<file path="src/rtl/bitwise_logic_unit_pkg.sv">
// Shared encodings for the multi-cycle bitwise logic unit.
// Holds the operation and FSM state enums used by the top and slice.
package blu_pkg;

  typedef enum logic [1:0] {
    OP_AND = 2'b00,
    OP_OR  = 2'b01,
    OP_XOR = 2'b10,
    OP_NOR = 2'b11
  } op_e;

  typedef enum logic [1:0] {
    S_IDLE = 2'b00,
    S_RUN  = 2'b01,
    S_DONE = 2'b10
  } state_e;

endpackage

</file>
<file path="src/rtl/bitwise_logic_unit_logic_slice.sv">
// Combinational SLICE-bit bitwise operator (AND/OR/XOR/NOR).
// Ports: a, b slice operands; op selects function; y slice result.
module logic_slice
  import blu_pkg::*;
#(
  parameter int SLICE = 8
) (
  input  logic [SLICE-1:0] a,
  input  logic [SLICE-1:0] b,
  input  op_e              op,
  output logic [SLICE-1:0] y
);

  always_comb begin
    y = '0;
    unique case (op)
      OP_AND: y = a & b;
      OP_OR:  y = a | b;
      OP_XOR: y = a ^ b;
      OP_NOR: y = ~(a | b);
      default: y = '0;
    endcase
  end

endmodule

</file>
<file path="src/rtl/bitwise_logic_unit.sv">
// Multi-cycle bitwise logic unit: one SLICE-bit slice per cycle.
// Ports: clock/reset, ctrl_start/ctrl_op, data_operandA/B in;
//        data_result, data_isZero, data_resultRDY, busy out.
module bitwise_logic_unit
  import blu_pkg::*;
#(
  parameter int WIDTH = 32,
  parameter int SLICE = 8
) (
  input  logic             clock,
  input  logic             reset,
  input  logic             ctrl_start,
  input  logic [1:0]       ctrl_op,
  input  logic [WIDTH-1:0] data_operandA,
  input  logic [WIDTH-1:0] data_operandB,
  output logic [WIDTH-1:0] data_result,
  output logic             data_isZero,
  output logic             data_resultRDY,
  output logic             busy
);

  localparam int NSLICE = WIDTH / SLICE;
  localparam int CNT_W  = (NSLICE > 1) ? $clog2(NSLICE) : 1;
  localparam logic [CNT_W-1:0] CNT_LAST = CNT_W'(NSLICE - 1);

  if ((WIDTH % SLICE) != 0) begin : g_bad_cfg
    $error("WIDTH must be a multiple of SLICE");
  end

  state_e           state_q, state_d;
  logic [CNT_W-1:0] cnt_q, cnt_d;
  logic [WIDTH-1:0] opa_q, opa_d;
  logic [WIDTH-1:0] opb_q, opb_d;
  op_e              op_q, op_d;
  logic [WIDTH-1:0] res_q, res_d;
  logic             acc_q, acc_d;
  logic             zero_q, zero_d;

  logic [SLICE-1:0] sl_a;
  logic [SLICE-1:0] sl_b;
  logic [SLICE-1:0] sl_y;

  // One shared slice operator, fed from the current counter position.
  assign sl_a = opa_q[cnt_q*SLICE +: SLICE];
  assign sl_b = opb_q[cnt_q*SLICE +: SLICE];

  logic_slice #(
    .SLICE(SLICE)
  ) u_slice (
    .a (sl_a),
    .b (sl_b),
    .op(op_q),
    .y (sl_y)
  );

  always_comb begin
    state_d = state_q;
    cnt_d   = cnt_q;
    opa_d   = opa_q;
    opb_d   = opb_q;
    op_d    = op_q;
    res_d   = res_q;
    acc_d   = acc_q;
    zero_d  = zero_q;
    unique case (state_q)
      S_IDLE, S_DONE: begin
        if (ctrl_start) begin
          state_d = S_RUN;
          cnt_d   = '0;
          opa_d   = data_operandA;
          opb_d   = data_operandB;
          op_d    = op_e'(ctrl_op);
          res_d   = '0;
          acc_d   = 1'b0;
          zero_d  = 1'b0;
        end else begin
          state_d = S_IDLE;
        end
      end
      S_RUN: begin
        res_d[cnt_q*SLICE +: SLICE] = sl_y;
        acc_d = acc_q | (|sl_y);
        cnt_d = cnt_q + CNT_W'(1);
        if (cnt_q == CNT_LAST) begin
          // Include the final slice, which is not yet in acc_q.
          state_d = S_DONE;
          cnt_d   = '0;
          zero_d  = ~(acc_q | (|sl_y));
        end
      end
      default: state_d = S_IDLE;
    endcase
  end

  always_ff @(posedge clock or posedge reset) begin
    if (reset) begin
      state_q <= S_IDLE;
      cnt_q   <= '0;
      opa_q   <= '0;
      opb_q   <= '0;
      op_q    <= OP_AND;
      res_q   <= '0;
      acc_q   <= 1'b0;
      zero_q  <= 1'b0;
    end else begin
      state_q <= state_d;
      cnt_q   <= cnt_d;
      opa_q   <= opa_d;
      opb_q   <= opb_d;
      op_q    <= op_d;
      res_q   <= res_d;
      acc_q   <= acc_d;
      zero_q  <= zero_d;
    end
  end

  assign data_result    = res_q;
  assign data_isZero    = zero_q;
  assign data_resultRDY = (state_q == S_DONE);
  assign busy           = (state_q == S_RUN);

endmodule

</file>
<file path="config.mk">
export PLATFORM = sky130hd
export DESIGN_NAME = bitwise_logic_unit
export DESIGN_NICKNAME = d
export VERILOG_FILES = /design/src/rtl/bitwise_logic_unit_pkg.sv /design/src/rtl/bitwise_logic_unit_logic_slice.sv /design/src/rtl/bitwise_logic_unit.sv
export SDC_FILE = /design/constraint.sdc
export NUM_CORES = 1
export LEC_CHECK = 0
export CAP_MARGIN = 10
export CORE_MARGIN = 5
export CORE_UTILIZATION = 55
export CTS_CLUSTER_SIZE = 25
export DETAILED_ROUTE_END_ITERATION = 8
export GPL_TIMING_DRIVEN = 0
export PLACE_DENSITY = 0.93
export SYNTH_ARGS = -nofsm -noshare
export SYNTH_HDL_FRONTEND = slang
export SYNTH_HIERARCHICAL = 1
export SYNTH_SLANG_ARGS = --single-unit
</file>
<file path="constraint.sdc">
create_clock -name clock -period 7.3 [get_ports clock]
set_input_delay 1.825 -clock clock [delete_from_list [all_inputs] [get_ports clock]]
set_output_delay 1.825 -clock clock [all_outputs]
set_load 0.02 [all_outputs]
</file>
==> run metrics <==
Slowest-stage cell, CP=clkdlybuf4s50_1; FF-to-FF Start=cnt_q[1]; # DRC=0; CTS tree=yes; htree depth=3; initial antenna violation count=0; Slowest Stage Delay on Critical Path=0.63 ns; first-pass GRT wire length=20.4 mm; grt total ovfl=0; Final Cell Area=0.00638 mm²; CP startpoint kind=flip-flop; post-cts resize count=0; pin count of the biggest net entering global routing=68; Hold Buf Count CTS=0; Critical Path AT=1.83 ns; slew margin rel.=0.538; drt pass-1 iters=4; Final setup viols=0; row cnt=34; initial core utilization=0.570; pwr dens=423 mW/mm²; Leak Pwr=0.00316 µW; die height=105 µm; status=completed; gpl congestion=0.862; Max-Cap Viols=0; Final Hold Vio Count=0; crit path kind=reg -> out; Clock Path Buffers=2; f_max=274 MHz; share of cells above drive strength 1=0.113; Reg area=0.00260 mm²; measured slew at the worst slew-check pin=0.674 ns; DRT antenna net count=0; Final TNS setup=0 ns; Syn Area/Cell=10.6 µm²; synthesized net count=563; CP required=5.48 ns; Min-Delay Path Class=reg -> reg; vias in the first global route=4189; kind of end point of the critical path=output pin; Ys Warns=6; Worst VDD drop=173 µV; Final Max Slew Viols=0; crit-path cells=inv_1, nor2_1, clkdlybuf4s50_1; Syn Inst Count=472; setup skew after layout=0.0120 ns; Synth Register Bits=104; sequential share of the synthesized area=0.521; hold path start=opb_q[24]; FF-to-FF path depth=10; core area=0.00876 mm²; initial DRC count=180; width of the die=105 µm; total power=2700 µW; Via density=5.55; Port Buffers=103; area occupied by multi-input gates=0.00214 mm²; GRT Resource Usage Total=0.230; Cell Area, Placed=0.00619 mm²; Min Clock Period, post-route=3.65 ns; synth unique cells=32; I/O Pins=104; die footprint=0.0111 mm²; DR vias=3886; wire per inst=17.5 µm; Worst-path clk slew=0.10 ns; Post-DP HPWL=9.21 mm; # fillers=582; Crit Path Max Fanout=6; CTS buffer count=9; RSZ-0062 raised after global routing=false; Final nets=678; worst-skew pair later-pin latency=0.38 ns; Syn-to-layout area delta=27.7%; # diodes=0; Setup crit start=state_q[1]; Mapped Area=0.00499 mm²; Setup Fix Bufs, Post-CTS=0; CTS Sinks=104; total wire length=12.2 mm; fin crit share=0.501; WHS Path Cells=2; Root Buffer=clkbuf_8
[synthesized netlist by cell type]
library cell | number | area [µm²]
nor3_1 | 1 | 5.00
dfrtp_1 | 104 | 2600
ha_1 | 22 | 275
nor4bb_1 | 1 | 10.0
nor2_1 | 3 | 11.3
a31oi_2 | 3 | 37.5
nor4_1 | 1 | 6.26
a21oi_2 | 1 | 8.76
o31ai_1 | 2 | 15.0
nand3b_1 | 2 | 15.0
o21ai_0 | 2 | 10.0
mux2i_1 | 16 | 160
buf_6 | 2 | 22.5
inv_2 | 1 | 3.75
clkbuf_1 | 2 | 7.51
mux4_2 | 16 | 360
and3_1 | 1 | 6.26
inv_1 | 21 | 78.8
nand2b_1 | 1 | 6.26
buf_4 | 6 | 45.0
a22o_1 | 32 | 280
nand3b_4 | 1 | 20.0
nand2_1 | 199 | 747
nor4b_4 | 2 | 47.6
a21bo_2 | 1 | 10.0
nor2b_1 | 1 | 6.26
nand3_1 | 4 | 20.0
buf_12 | 1 | 20.0
nand2b_4 | 1 | 13.8
clkbuf_2 | 1 | 5.00
xor2_1 | 8 | 70.1
buf_2 | 13 | 65.1
[layout make-up]
| class | count | area share |
|---|---|---|
| well taps | 108 | 0.0212 |
| clock inverters | 6 | 0.00785 |
| repair buffers | 104 | 0.166 |
| flip-flops and latches | 104 | 0.408 |
| clock buffers | 10 | 0.0216 |
| inverters | 22 | 0.0133 |
| multi-input cells | 321 | 0.336 |
| plain buffers | 25 | 0.0259 |
[cell families (layout without fill, tap and decap cells)]
group,Yosys count,in the layout,share of synthesized area
compound gates,41,41,0.0724
xor+xnor,8,8,0.0140
fa+ha+maj,22,22,0.0551
buf+inv,47,167,0.0496
flops,104,104,0.521
mux,32,32,0.104
simple gates,218,218,0.183
[registers in the layout (all words and copies together) (netlist names)]
| signal | cells |
|---|---|
| acc_q | 1 |
| cnt_q | 2 |
| data_isZero | 1 |
| data_result | 32 |
| op_q | 2 |
| opa_q | 32 |
| opb_q | 32 |
| state_q | 2 |
[critical path, delay by kind of cell (launching register included)]
family        cells  cell delay (ns)
buf+inv           2             0.79
flops             1             0.51
simple gates      1             0.16
[where the power goes]
part / switching [µW] / internal [µW] / total, µW
Clock: 205 / 138 / 343
Combinational: 826 / 604 / 1430
Sequential: 128 / 797 / 925
Total: 1160 / 1540 / 2700
[layer usage]
| metal | up-vias | routed length [µm] | GRT usage |
|---|---|---|---|
| met5 | - | 0 | 0 |
| met4 | 0 | 387 | 0.101 |
| met3 | 33 | 747 | 0.0410 |
| met2 | 157 | 6200 | 0.386 |
| met1 | 1903 | 4890 | 0.292 |
| li1 | 1793 | - | - |
[placed cells by master, fill, tap and decap left out, types with 4 or more instances in the layout]
master	instances
a22o_1	32
buf_2	13
buf_4	6
clkbuf_8	10
clkdlybuf4s50_1	103
dfrtp_1	104
ha_1	22
inv_1	20
mux2i_1	16
mux4_2	16
nand2_1	199
nand3_1	4
xor2_1	8
[metrics by stage]
stage                     hold slack [ns]  setup slack [ns]  cells  utilization
final                               0.481              3.65    700        0.728
after global routing                0.505              3.58    700        0.728
after CTS                           0.481              3.64    700        0.728
after detailed placement            0.459              4.04    684        0.706
after global placement              0.453              1.51    683        0.703
after floorplan                     0.440              2.74    472            -
[path summary, 6_finish.rpt]
kind,slack [ns],end
setup / recovery,3.65,data_resultRDY
hold / removal,0.48,opb_q[24]
setup reg to reg,4.35,acc_q
hold reg to reg,0.48,opb_q[24]
max in group asynchronous,4.79,opb_q[24]
min in group asynchronous,1.82,data_result[14]
(Power assumes the default switching activity.)
